File: src/rtl/vid_timing_pkg.sv
// Shared video mode description, stock mode constants and helpers for the
// raster timing generator.
package vid_timing_pkg;

  typedef struct packed {
    logic [15:0] h_active;
    logic [15:0] h_fp;
    logic [15:0] h_sync;
    logic [15:0] h_bp;
    logic [15:0] v_active;
    logic [15:0] v_fp;
    logic [15:0] v_sync;
    logic [15:0] v_bp;
    logic        hs_pol;
    logic        vs_pol;
  } vid_mode_t;

  localparam vid_mode_t MODE_640x480_60 = '{
    h_active: 16'd640, h_fp: 16'd16, h_sync: 16'd96, h_bp: 16'd48,
    v_active: 16'd480, v_fp: 16'd10, v_sync: 16'd2,  v_bp: 16'd33,
    hs_pol: 1'b0, vs_pol: 1'b0};

  localparam vid_mode_t MODE_1280x720_60 = '{
    h_active: 16'd1280, h_fp: 16'd110, h_sync: 16'd40, h_bp: 16'd220,
    v_active: 16'd720,  v_fp: 16'd5,   v_sync: 16'd5,  v_bp: 16'd20,
    hs_pol: 1'b1, vs_pol: 1'b1};

  // Sub-pixel counters only need to reach SCALE-1 <= 7.
  localparam int SUB_W = 3;

  function automatic int vid_total(input int act, input int fp, input int sync, input int bp);
    return act + fp + sync + bp;
  endfunction

endpackage

File: src/rtl/vid_delay_line.sv
// Fixed-depth enabled shift register that re-times sync/DE/window flags to
// match the pixel loader's read latency.
module vid_delay_line #(
  parameter int           W       = 4,
  parameter int           DEPTH   = 1,
  parameter logic [W-1:0] RST_VAL = '0
) (
  input  logic         clk_i,
  input  logic         rst_n,
  input  logic         i_en,
  input  logic [W-1:0] i_d,
  output logic [W-1:0] o_q
);

  logic [W-1:0] r_sr [DEPTH];

  always_ff @(posedge clk_i or negedge rst_n) begin
    if (!rst_n) begin
      for (int i = 0; i < DEPTH; i++) r_sr[i] <= RST_VAL;
    end else if (i_en) begin
      r_sr[0] <= i_d;
      for (int i = 1; i < DEPTH; i++) r_sr[i] <= r_sr[i-1];
    end
  end

  assign o_q = r_sr[DEPTH-1];

endmodule

File: src/rtl/vid_timing_gen.sv
// Raster timing generator with an integer-upscaled image window; issues
// per-slot loader requests and latency-matched HS/VS/DE/window flags.
module vid_timing_gen
  import vid_timing_pkg::*;
#(
  parameter int H_ACTIVE = 640,
  parameter int H_FP     = 16,
  parameter int H_SYNC   = 96,
  parameter int H_BP     = 48,
  parameter int V_ACTIVE = 480,
  parameter int V_FP     = 10,
  parameter int V_SYNC   = 2,
  parameter int V_BP     = 33,
  parameter bit HS_POL   = 1'b0,
  parameter bit VS_POL   = 1'b0,
  parameter int IMG_W    = 225,
  parameter int IMG_H    = 225,
  parameter int SCALE    = 2,
  parameter int DATA_LAT = 1,
  parameter int CW       = 12
) (
  input  logic          clk_i,
  input  logic          rst_n,
  input  logic          i_en,
  input  logic [CW-1:0] i_img_x,
  input  logic [CW-1:0] i_img_y,
  output logic          o_hs,
  output logic          o_vs,
  output logic          o_de,
  output logic          o_win,
  output logic          o_req,
  output logic [CW-1:0] o_src_x,
  output logic [CW-1:0] o_src_y,
  output logic          o_frame_start
);

  localparam int H_TOTAL = vid_total(H_ACTIVE, H_FP, H_SYNC, H_BP);
  localparam int V_TOTAL = vid_total(V_ACTIVE, V_FP, V_SYNC, V_BP);

  if (H_TOTAL >= 2**CW || V_TOTAL >= 2**CW || SCALE < 1 || SCALE > 8 ||
      DATA_LAT < 1 || DATA_LAT > 7) begin : g_bad_cfg
    $error("vid_timing_gen: unsupported CW/SCALE/DATA_LAT for this mode");
  end

  localparam logic [CW-1:0]    H_LAST = CW'(H_TOTAL - 1);
  localparam logic [CW-1:0]    V_LAST = CW'(V_TOTAL - 1);
  localparam logic [CW-1:0]    H_ACT  = CW'(H_ACTIVE);
  localparam logic [CW-1:0]    V_ACT  = CW'(V_ACTIVE);
  localparam logic [CW-1:0]    HS_BEG = CW'(H_ACTIVE + H_FP);
  localparam logic [CW-1:0]    HS_END = CW'(H_ACTIVE + H_FP + H_SYNC);
  localparam logic [CW-1:0]    VS_BEG = CW'(V_ACTIVE + V_FP);
  localparam logic [CW-1:0]    VS_END = CW'(V_ACTIVE + V_FP + V_SYNC);
  localparam logic [CW:0]      H_LIM  = (CW+1)'(H_ACTIVE);
  localparam logic [CW:0]      V_LIM  = (CW+1)'(V_ACTIVE);
  localparam logic [CW:0]      W_EXT  = (CW+1)'(IMG_W * SCALE);
  localparam logic [CW:0]      H_EXT  = (CW+1)'(IMG_H * SCALE);
  localparam logic [SUB_W-1:0] SUB_LAST = SUB_W'(SCALE - 1);

  // Widened by one bit so origin + extent can never wrap around.
  function automatic logic in_win(input logic [CW-1:0] pos, input logic [CW-1:0] org,
                                  input logic [CW:0] ext, input logic [CW:0] lim);
    logic [CW:0] p;
    logic [CW:0] o;
    p = {1'b0, pos};
    o = {1'b0, org};
    return (p >= o) && (p < o + ext) && (p < lim);
  endfunction

  logic [CW-1:0]    r_cnt_h, r_cnt_v, r_wx, r_wy, r_src_x, r_src_y, r_o_src_x, r_o_src_y;
  logic [SUB_W-1:0] r_sub_x, r_sub_y;
  logic             r_req_cur, r_req, r_fs;
  logic [CW-1:0]    w_h_n, w_v_n, w_wx, w_wy, w_src_x_n, w_src_y_n;
  logic [SUB_W-1:0] w_sub_x_n, w_sub_y_n;
  logic             w_h_wrap, w_fs_n, w_xin_n, w_yin_n, w_req_n, w_yin_c;
  logic             w_hs_c, w_vs_c, w_de_c;

  // Everything below is evaluated for the slot the counters move to next,
  // so all outputs can be registered alongside the counters.
  assign w_h_wrap = (r_cnt_h == H_LAST);
  assign w_h_n    = w_h_wrap ? '0 : r_cnt_h + 1'b1;
  assign w_v_n    = !w_h_wrap ? r_cnt_v : ((r_cnt_v == V_LAST) ? '0 : r_cnt_v + 1'b1);
  assign w_fs_n   = (w_h_n == '0) && (w_v_n == '0);
  assign w_wx     = w_fs_n ? i_img_x : r_wx;
  assign w_wy     = w_fs_n ? i_img_y : r_wy;
  assign w_xin_n  = in_win(w_h_n, w_wx, W_EXT, H_LIM);
  assign w_yin_n  = in_win(w_v_n, w_wy, H_EXT, V_LIM);
  assign w_req_n  = w_xin_n && w_yin_n;
  assign w_yin_c  = in_win(r_cnt_v, r_wy, H_EXT, V_LIM);

  always_comb begin
    w_sub_x_n = r_sub_x;
    w_src_x_n = r_src_x;
    if (w_h_n == w_wx) begin
      w_sub_x_n = '0;
      w_src_x_n = '0;
    end else if (w_xin_n) begin
      if (r_sub_x == SUB_LAST) begin
        w_sub_x_n = '0;
        w_src_x_n = r_src_x + 1'b1;
      end else begin
        w_sub_x_n = r_sub_x + 1'b1;
      end
    end
    w_sub_y_n = r_sub_y;
    w_src_y_n = r_src_y;
    if (w_fs_n) begin
      w_sub_y_n = '0;
      w_src_y_n = '0;
    end else if (w_h_wrap && w_yin_c) begin
      if (r_sub_y == SUB_LAST) begin
        w_sub_y_n = '0;
        w_src_y_n = r_src_y + 1'b1;
      end else begin
        w_sub_y_n = r_sub_y + 1'b1;
      end
    end
  end

  always_ff @(posedge clk_i or negedge rst_n) begin
    if (!rst_n) begin
      r_cnt_h   <= H_LAST;
      r_cnt_v   <= V_LAST;
      r_wx      <= '0;
      r_wy      <= '0;
      r_sub_x   <= '0;
      r_sub_y   <= '0;
      r_src_x   <= '0;
      r_src_y   <= '0;
      r_req_cur <= 1'b0;
      r_req     <= 1'b0;
      r_fs      <= 1'b0;
      r_o_src_x <= '0;
      r_o_src_y <= '0;
    end else if (i_en) begin
      r_cnt_h   <= w_h_n;
      r_cnt_v   <= w_v_n;
      r_wx      <= w_wx;
      r_wy      <= w_wy;
      r_sub_x   <= w_sub_x_n;
      r_sub_y   <= w_sub_y_n;
      r_src_x   <= w_src_x_n;
      r_src_y   <= w_src_y_n;
      r_req_cur <= w_req_n;
      r_req     <= w_req_n;
      r_fs      <= w_fs_n;
      r_o_src_x <= w_req_n ? w_src_x_n : '0;
      r_o_src_y <= w_req_n ? w_src_y_n : '0;
    end else begin
      r_req     <= 1'b0;
      r_fs      <= 1'b0;
      r_o_src_x <= '0;
      r_o_src_y <= '0;
    end
  end

  assign o_req         = r_req;
  assign o_frame_start = r_fs;
  assign o_src_x       = r_o_src_x;
  assign o_src_y       = r_o_src_y;

  // Flags of the currently presented slot; the delay line lines them up with loader data.
  assign w_hs_c = ((r_cnt_h >= HS_BEG) && (r_cnt_h < HS_END)) ? HS_POL : ~HS_POL;
  assign w_vs_c = ((r_cnt_v >= VS_BEG) && (r_cnt_v < VS_END)) ? VS_POL : ~VS_POL;
  assign w_de_c = (r_cnt_h < H_ACT) && (r_cnt_v < V_ACT);

  vid_delay_line #(
    .W       (4),
    .DEPTH   (DATA_LAT),
    .RST_VAL ({~HS_POL, ~VS_POL, 2'b00})
  ) u_dly (
    .clk_i (clk_i),
    .rst_n (rst_n),
    .i_en  (i_en),
    .i_d   ({w_hs_c, w_vs_c, w_de_c, r_req_cur}),
    .o_q   ({o_hs, o_vs, o_de, o_win})
  );

endmodule
File: config.mk
export PLATFORM = sky130hd
export DESIGN_NAME = vid_timing_gen
export DESIGN_NICKNAME = d
export VERILOG_FILES = /design/src/rtl/vid_timing_pkg.sv /design/src/rtl/vid_delay_line.sv /design/src/rtl/vid_timing_gen.sv
export SDC_FILE = /design/constraint.sdc
export NUM_CORES = 1
export LEC_CHECK = 0
export BUFFER_PORTS_ARGS = -buffer_cell sky130_fd_sc_hd__buf_2
export CORE_AREA = 5 5 121 123
export CTS_CLUSTER_SIZE = 16
export DETAILED_ROUTE_END_ITERATION = 7
export DIE_AREA = 0 0 126 128
export GPL_TIMING_DRIVEN = 0
export PLACE_DENSITY_LB_ADDON = 0.2
export SLEW_MARGIN = 10
export SYNTH_ARGS = -nofsm -noshare
export SYNTH_HDL_FRONTEND = slang
export SYNTH_HIERARCHICAL = 1
export SYNTH_SLANG_ARGS = --single-unit
File: constraint.sdc
create_clock -name clk_i -period 13.4 [get_ports clk_i]
set_clock_uncertainty 0.1 [all_clocks]
set_input_delay 1.34 -clock clk_i [delete_from_list [all_inputs] [get_ports clk_i]]
set_output_delay 1.34 -clock clk_i [all_outputs]
set_load 0.005 [all_outputs]
==> impl_results.md, run 1 <==
- Max cap viols: 0
- Reg2reg path depth: 27
- Worst hold stages: 2
- Core area: 13,600 sq um
- Setup TNS Final: 0 ns
- Post-synth EDFFs: 0
- Final #Nets: 1,107
- Post-CTS Resized: 0
- CTS H-tree lvls: 3
- Max Slew Vio Count: 0
- Post-Syn Area per Cell: 9.13 sq um
- Cell Area, Synth: 8510 sq um
- Critical Path End Type: register
- Dpl hpwl: 16.1 mm
- Worst Path Max Fanout: 10
- IO Count: 57
- Die area: 16,100 sq um
- Drt pass-1 iters: 6
- Vias in the first global route: 7,135
- Ant. Diodes: 0
- Slowest-stage cell, CP: buf_1
- Worst VDD drop: 0.0000869 V
- Leakage power: 0.00405 uW
- Pin count of the biggest net entering global routing: 83
- Die Y: 128 microns
- Hold-fix buffers at CTS: 0
- Final hold vios: 0
- Synth Instances: 932
- Share of layout cells above drive strength 1: 0.151
- Routed via count: 7,489
- Most used DFF post-synth: dfrtp_1
- Routability cong.: 0.938
- FP Rows: 43
- Arr. time, crit path: 8.78 ns
- R2r startpoint: r_cnt_h[4]
- RSZ-0062 raised after global routing: no
- Hold EP: r_req_cur
- Final Cell Area: 9360 sq um
- Most frequent cells in the layout: dfrtp_1, ha_1, nand2_1, buf_2, o21ai_0
- Iter 0 DRT Violations: 630
- Fin crit share: 0.644
- Post-CTS setup buffer count: 0
- Async SR Flop Fraction: 1.00
- Status: complete, no violations
- Synth Warn #: 6
- Post-layout util: 0.690
- Initial antenna violation count: 0
- Rel. slew slack: 0.233
- Sequential share of the synthesized area: 0.322
- Synth unique cells: 69
- Pre-CTS setup slack: 4.97 ns
- FF-to-FF End: o_src_y[3]
- Final setup margin: 4.77 ns
- Clk root buf: clkbuf_16
- Starting density of the core: 0.628
- Vias/cell: 6.32
- Wirelength per Cell: 18.2 microns
- Aggregate routed wire length: 21.6 mm
- Final ANT Viol Nets: 0
- First-pass GRT wire length: 35.2 mm
- Period minus WS final: 8.63 ns
- Setup violations, final: 0
- CTS tree: built
- CTS Buf Count: 9
- CP Launch Type: register
- P per Cell Area: 93.9 nW/um^2
- Crit-path max cell delay: 0.68 ns
- Clock slew at reported path FFs: 0.08 ns
- Syn_nets: 1,039
- Flop-to-flop setup slack: 4.77 ns
- GRT overflow: 0
- Max Clock Freq: 116 MHz
- Hold path start: r_req_cur
- Clock buffer depth: 2
- Commonest non-fill, non-tap cell in the layout: dfrtp_1
- Die X: 126 microns
- CTS sink cnt: 109
- Synthesized flop and latch total: 109
- WP data required: 13.55 ns
- # DRC: 0
- Total Power: 878 uW
- Worst-Skew Late Latency: 0.37 ns
- GRT Total Usage: 0.268
- Worst-Margin Slew: 1.14 ns
- P&R area growth vs syn: 9.92%
- IO buf count: 56
- DP Area: 9050 sq um
- Setup Crit Path Kind: reg2reg
- HP Class: reg2reg
==> worst max-delay path: cells and delay by family, from the launching register on <==
family	cells	cell delay, ns
AND/OR/NAND/NOR	10	3.04
buffers and inverters	6	2.15
AO/OA/AOI/OAI	6	1.49
multiplexers	2	0.61
flip-flops	1	0.52
adder cells (fa/ha/maj)	2	0.46
XOR/XNOR	1	0.15
==> power by group <==
part	internal, uW	leakage, uW	switching (uW)
Sequential	353	0.00145	22.0
Combinational	91.7	0.00245	125
Clock	148	0.000149	139
==> synth_stat cells, types with 16 or more instances <==
cell type	count	area share
o21ai_0	55	0.032
inv_1	36	0.016
nor4_1	46	0.034
a21o_1	18	0.016
and3_1	16	0.012
nor3_1	27	0.016
a21oi_1	27	0.016
o31ai_1	16	0.014
nand4_1	24	0.018
xnor2_1	45	0.046
dfrtp_1	97	0.29
mux2_2	41	0.054
clkbuf_1	43	0.019
ha_1	80	0.12
mux2i_1	24	0.028
xor2_1	27	0.028
nor2_1	43	0.019
nand3_1	35	0.021
nand2_1	61	0.027
==> cells by family after synthesis <==
group	synth area share
simple gates	0.207
compound gates	0.154
flops	0.322
buf+inv	0.0425
fa+ha+maj	0.118
xor+xnor	0.0741
mux	0.0825
==> stage by stage <==
stage          cells  hold WS, ns
2_1_floorplan    932        0.346
3_3_place_gp    1168        0.363
3_5_place_dp    1169        0.377
4_1_cts         1185        0.395
5_1_grt         1185        0.445
6_report        1185        0.398
==> sequential cells by signal, indices dropped and copies added (netlist names) <==
name           cells
r_sub_y            3
r_src_y           12
o_src_x           12
r_cnt_h           12
r_sub_x            3
r_wx              12
r_wy              12
o_req              1
o_src_y           12
r_req_cur          1
o_frame_start      1
r_cnt_v           12
r_src_x           12
u_dly/o_q          4
==> layer usage <==
layer	track usage	part of all wire	up-vias	wire length, microns
li1	-	-	3623	-
met1	0.350	0.44	3570	9620
met2	0.440	0.46	245	10000
met3	0.0525	0.056	51	1220
met4	0.109	0.034	0	745
met5	0	0	-	0
==> cell type report <==
type                       instances  area [sq um]
buffer                            54           223
clock buffer                       9           225
clock inverter                     7          80.1
fill                            1163          4200
inverter                          37           139
multi-input combinational        732          5410
sequential                       109          2740
tap                              180           225
timing repair buffer              57           314
==> worst max-delay path by stage <==
stage                     depth (start not counted)         end  slack (ns)       start
after floorplan                                  26  o_src_x[8]        6.27  r_cnt_h[4]
after global placement                           27  o_src_y[2]        5.08  r_cnt_h[4]
after detailed placement                         27  o_src_y[2]        4.97  r_cnt_h[4]
after CTS                                        27  o_src_y[2]        4.91  r_cnt_h[4]
after global routing                             27  o_src_y[3]        4.13  r_cnt_h[4]
final                                            27  o_src_y[3]        4.77  r_cnt_h[4]
(Power assumes the default switching activity.)
==> run 2, diff against run 1 <==
--- a/config.mk
+++ b/config.mk
@@ -6,10 +6,10 @@
 export NUM_CORES = 1
 export LEC_CHECK = 0
 export BUFFER_PORTS_ARGS = -buffer_cell sky130_fd_sc_hd__buf_2
-export CORE_AREA = 5 5 121 123
+export CORE_AREA = 5 5 130 132
 export CTS_CLUSTER_SIZE = 16
 export DETAILED_ROUTE_END_ITERATION = 7
-export DIE_AREA = 0 0 126 128
+export DIE_AREA = 0 0 135 137
 export GPL_TIMING_DRIVEN = 0
 export PLACE_DENSITY_LB_ADDON = 0.2
 export SLEW_MARGIN = 10
==> constraint.sdc (replaced) <==
create_clock -name clk_i -period 7.38 [get_ports clk_i]
set_clock_uncertainty 0.1 [all_clocks]
set_input_delay 0.738 -clock clk_i [delete_from_list [all_inputs] [get_ports clk_i]]
set_output_delay 0.738 -clock clk_i [all_outputs]
set_load 0.005 [all_outputs]
==> impl_results.md, run 2 (synthesized netlist as in run 1, its figures left out) <==
- Core area: 15,600 sq um
- Die X: 135 microns
- Routed via count: 7,458
- Vias in the first global route: 7,176
- Max Clock Freq: 139 MHz
- Dpl hpwl: 16.1 mm
- Setup TNS Final: 0 ns
- P per Cell Area: 163 nW/um^2
- Vias/cell: 6.03
- HP Class: in2async
- Critical Path End Type: register
- Ant. Diodes: 0
- Commonest non-fill, non-tap cell in the layout: dfrtp_1
- Fin crit share: 0.975
- Worst Path Max Fanout: 10
- Post-Layout Cell Count: 1,237
- WP data required: 7.53 ns
- CTS Buf Count: 9
- Max cap viols: 0
- GRT overflow: 0
- Wirelength per Cell: 17.6 microns
- First-pass GRT wire length: 35.9 mm
- R2r startpoint: r_cnt_h[4]
- Die Y: 137 microns
- GRT Total Usage: 0.240
- Final ANT Viol Nets: 0
- Aggregate routed wire length: 21.8 mm
- Die area: 18,500 sq um
- Arr. time, crit path: 7.35 ns
- CTS H-tree lvls: 3
- IO Count: 57
- Fillers: 1,329
- Period minus WS final: 7.19 ns
- Routability cong.: 0.932
- Reg2reg path depth: 22
- Final hold vios: 0
- FP Rows: 46
- P&R area growth vs syn: 15.6%
- Iter 0 DRT Violations: 577
- Drt pass-1 iters: 5
- Final #Nets: 1,124
- CP startpoint: r_cnt_h[4]
- CP Launch Type: register
- Status: complete, no violations
- Max Slew Vio Count: 0
- Placed insts: 1,205
- Initial antenna violation count: 0
- Pin count of the biggest net entering global routing: 82
- Leakage power: 0.00421 uW
- Most frequent cells in the layout: dfrtp_1, ha_1, nand2_1, buf_2, o21ai_0
- Clock slew at reported path FFs: 0.08 ns
- IO buf count: 56
- Setup violations, final: 0
- CTS sink cnt: 109
- Clock buffer depth: 2
- Clk root buf: clkbuf_16
- Share of layout cells above drive strength 1: 0.206
- CTS tree: built
- Setup Crit Path Kind: reg2reg
- FF-to-FF End: o_src_x[8]
- Total Power: 1600 uW
- Worst-Margin Slew: 0.816 ns
- # DRC: 0
- Rel. slew slack: 0.452
- Starting density of the core: 0.546
- Flop-to-flop setup slack: 0.19 ns
- CP Capture Point: o_src_x[8]
- Worst-Skew Late Latency: 0.36 ns
- Worst VDD drop: 0.000179 V
## run 2: cell count changes in the layout (fill, tap and decap cells not counted), sizes merged
cell / change
clkbuf: -3
inv: -3
clkinvlp: -1
buf: +21
clkinv: +2
## run 2: report_power, final
group	leakage [uW]	switching (uW)	internal, uW	total, uW
registers	0.00144	51.8	641	693
clock network	0.000143	236	264	500
logic	0.00262	227	181	407
## run 2: timing repair
item | 4_1_cts | 5_1_grt
resized for setup | 19 | 51
pin swaps | 3 | 4
endpoints found under the setup margin | 41 | 40
setup buffers | 6 | 13
hold buffers | 0 | 0
## run 2: layout make-up
class,instances,area [sq um],share of cell area
clock buffer,10,229,0.0233
buffer,52,249,0.0253
inverter,37,139,0.0141
tap,216,270,0.0275
timing repair buffer,76,457,0.0464
sequential,109,2740,0.279
multi-input combinational,732,5690,0.578
clock inverter,5,61.3,0.00623
## run 2: critical path: stages, from the launching register on
cell and delay (ns):
dfstp_2 0.57, or4b_4 0.49, or4_1 0.51, buf_2 0.17, buf_6 0.15, o31a_1 0.33
a2111oi_4 0.37, nor2_4 0.12, nor3_2 0.19, buf_4 0.19, buf_2 0.32, clkbuf_4 0.35
mux2_2 0.37, ha_1 0.27, nand4b_1 0.16, nor3_2 0.32, nor2_1 0.09, o211ai_1 0.09
o221a_2 0.27, nand2_1 0.28, or3_4 0.48, or4_4 0.54, a2111oi_4 0.37
## run 2: metal layers
| layer | GRT usage | up-vias | wire length (microns) |
|---|---|---|---|
| li1 | - | 3644 | - |
| met1 | 0.331 | 3557 | 10100 |
| met2 | 0.387 | 226 | 10000 |
| met3 | 0.0445 | 31 | 1240 |
| met4 | 0.0683 | 0 | 436 |
| met5 | 0 | - | 0 |
## run 2: through the flow
stage	cell area (sq um)	setup slack, ns	hold WS, ns	utilization
2_1_floorplan	8510	0.250	0.342	-
3_3_place_gp	9060	-0.947	0.363	0.581
3_5_place_dp	9090	-0.994	0.370	0.583
4_1_cts	9520	0.0132	0.159	0.610
5_1_grt	9840	-0.0800	0.170	0.631
6_report	9840	0.185	0.149	0.631
## run 2: how the worst min path moves through the flow
stage / from / to / slack, ns
after floorplan: rst_n / o_frame_start / 0.34
after global placement: r_req_cur / r_req_cur / 0.36
after detailed placement: r_req_cur / r_req_cur / 0.37
after CTS: rst_n / r_cnt_h[7] / 0.16
after global routing: rst_n / r_wy[9] / 0.17
final: rst_n / r_cnt_h[7] / 0.15
==> run 3, diff against run 2 <==
--- a/config.mk
+++ b/config.mk
@@ -5,11 +5,12 @@
 export SDC_FILE = /design/constraint.sdc
 export NUM_CORES = 1
 export LEC_CHECK = 0
+export ABC_AREA = 1
 export BUFFER_PORTS_ARGS = -buffer_cell sky130_fd_sc_hd__buf_2
-export CORE_AREA = 5 5 130 132
+export CORE_AREA = 5 5 137 126
 export CTS_CLUSTER_SIZE = 16
 export DETAILED_ROUTE_END_ITERATION = 7
-export DIE_AREA = 0 0 135 137
+export DIE_AREA = 0 0 142 131
 export GPL_TIMING_DRIVEN = 0
 export PLACE_DENSITY_LB_ADDON = 0.2
 export SLEW_MARGIN = 10
==> impl_results.md, run 3 <==
- Status: complete, no violations
- P&R area growth vs syn: 10.4%
- Synth Instances: 1,199
- Hold-fix buffers at CTS: 0
- Fin crit share: 0.783
- CTS sink cnt: 109
- P per Cell Area: 220 nW/um^2
- Max cap viols: 0
- WP data required: 7.52 ns
- Clock slew at reported path FFs: 0.07 ns
- CTS H-tree lvls: 3
- Post-Layout Cell Count: 1,479
- Setup violations, final: 0
- Storage element area: 2740 sq um
- CP delay by family, top: simple AND/OR/NAND/NOR gates
- Sequential share of the synthesized area: 0.321
- Clk root buf: clkbuf_16
- GRT overflow: 0
- Synth Warn #: 6
- Vias/cell: 5.38
- CTS Buf Count: 9
- FP Rows: 44
- Synth unique cells: 46
- Syn_nets: 1,306
- IO Count: 57
- Wirelength per Cell: 14.8 microns
- First-pass GRT wire length: 36.6 mm
- Max Slew Vio Count: 0
- Cell Area, Synth: 8560 sq um
- Clock buffer depth: 2
- Routability cong.: 0.895
- Synth top cells by count: nand2_1, inv_1, dfrtp_1, o21ai_0
- Final ANT Viol Nets: 0
- Share of layout cells above drive strength 1: 0.127
- Ant. Diodes: 0
- Final hold vios: 0
- Most used DFF post-synth: dfrtp_1
- HP Class: in2async
- Worst Path Max Fanout: 10
- Iter 0 DRT Violations: 679
- Most common cell in the netlist: nand2_1
- Vias in the first global route: 7,530
- Async SR Flop Fraction: 1.00
- Period minus WS final: 5.78 ns
- Arr. time, crit path: 5.92 ns
- Starting density of the core: 0.543
- CP Launch Type: register
- Core area: 15,700 sq um
- Multi-input gate area: 5040 sq um
- IO buf count: 56
- RSZ-0062 raised after global routing: no
- Top cells by area, synth: dfrtp_1, nand2_1, ha_1, inv_1, o21ai_0
- Worst-Margin Slew: 0.801 ns
- # DRC: 0
- Die area: 18,600 sq um
- Worst VDD drop: 0.000155 V
- Dpl hpwl: 16.8 mm
- Initial antenna violation count: 0
- Worst-Skew Late Latency: 0.36 ns
- Max Clock Freq: 173 MHz
- Setup Crit Path Kind: reg2reg
- Post-Syn Area per Cell: 7.14 sq um
- Crit-path max cell delay: 0.62 ns
- CTS tree: built
- Post-layout util: 0.600
- Die Y: 131 microns
- Fillers: 1,535
- Synthesized flop and latch total: 109
- GRT Total Usage: 0.244
- Drt pass-1 iters: 5
- Routed via count: 7,959
- Aggregate routed wire length: 21.9 mm
- Critical Path End Type: register
- Setup TNS Final: 0 ns
- Yosys top cell area share: 0.284
- Final #Nets: 1,374
- Post-CTS setup buffer count: 0
- Die X: 142 microns
- Placed insts: 1,463
- Pin count of the biggest net entering global routing: 57
- Post-CTS Resized: 0
- Synth area leader: dfrtp_1
- Rel. slew slack: 0.466
- Post-synth EDFFs: 0
- Leakage power: 0.00491 uW
- Buffers & Inverters on Critical Path: 5
- Commonest non-fill, non-tap cell in the layout: nand2_1
- Most frequent cells in the layout: nand2_1, inv_1, dfrtp_1, o21ai_0
- Slowest-stage cell, CP: dfstp_2
[run 3: changes by cell type after synthesis, sizes merged, moves of 15 or more]
cell / previous run / this run
nor2: 44 / 109
nand4: 24 / 39
mux2i: 24 / 0
mux2: 41 / 0
nand2: 61 / 342
inv: 37 / 157
o31ai: 16 / 0
nand3: 35 / 95
a21o: 18 / 3
clkbuf: 43 / 17
xnor2: 45 / 3
o21ai: 55 / 105
nor4: 48 / 3
and3: 16 / 0
[run 3: final timing paths]
| check | slack, ns | endpoint | cells after the start | start |
|---|---|---|---|---|
| max | 1.60 | o_src_y[1] | 30 | r_cnt_h[0] |
| min | 0.23 | o_src_y[8] | 1 | rst_n |
| max reg2reg | 1.60 | o_src_y[1] | 30 | r_cnt_h[0] |
| min reg2reg | 0.37 | u_dly/o_q[2] | 2 | u_dly/o_q[2] |
| max in group asynchronous | 6.22 | r_cnt_h[1] | 2 | rst_n |
| min in group clk_i | 0.37 | u_dly/o_q[2] | 2 | u_dly/o_q[2] |
[run 3: logic make-up (layout without fill, tap and decap cells)]
group | count (synthesis) | in the layout | share of synthesized area
adders and majority gates | 80 | 80 | 0.117
xor gates and xnor gates | 38 | 38 | 0.0389
buffers and inverters | 190 | 263 | 0.0908
and+or+nand+nor | 615 | 615 | 0.323
DFF | 109 | 109 | 0.321
AOI/OAI and AO/OA | 167 | 167 | 0.110
[run 3: worst register-to-register path: cells and delay by family, from the launching register on]
family / cells / cell delay (ns)
and+or+nand+nor: 18 / 2.75
buffers and inverters: 5 / 0.81
adders and majority gates: 3 / 0.77
DFF: 1 / 0.62
AOI/OAI and AO/OA: 3 / 0.51
xor gates and xnor gates: 1 / 0.07
[run 3: power breakdown]
part           internal, uW  switching (uW)  total [uW]
Clock                   286             241         528
Combinational           273             508         780
Sequential              682            93.6         775
[run 3: final cells by class]
cell class	count	area share
clock inverter	5	0.00702
clock buffer	11	0.0267
inverter	159	0.0632
timing repair buffer	57	0.0332
sequential	109	0.290
multi-input combinational	900	0.533
buffer	31	0.0191
tap	207	0.0274
[run 3: through the flow]
step | setup slack, ns | instance area (sq um) | hold slack [ns] | total power [uW]
2_1_floorplan | 2.87 | 8560 | 0.342 | 1340
3_3_place_gp | 1.81 | 9100 | 0.356 | 1530
3_5_place_dp | 1.81 | 9130 | 0.361 | 1550
4_1_cts | 1.73 | 9450 | 0.245 | 2090
5_1_grt | 1.25 | 9450 | 0.263 | 2250
6_report | 1.60 | 9450 | 0.230 | 2080
[run 3: layer usage]
metal,share of wire,track usage,up-vias
met5,0,0,-
met4,0.024,0.0688,0
met3,0.059,0.0495,33
met2,0.45,0.399,211
met1,0.47,0.330,3666
li1,-,-,4049
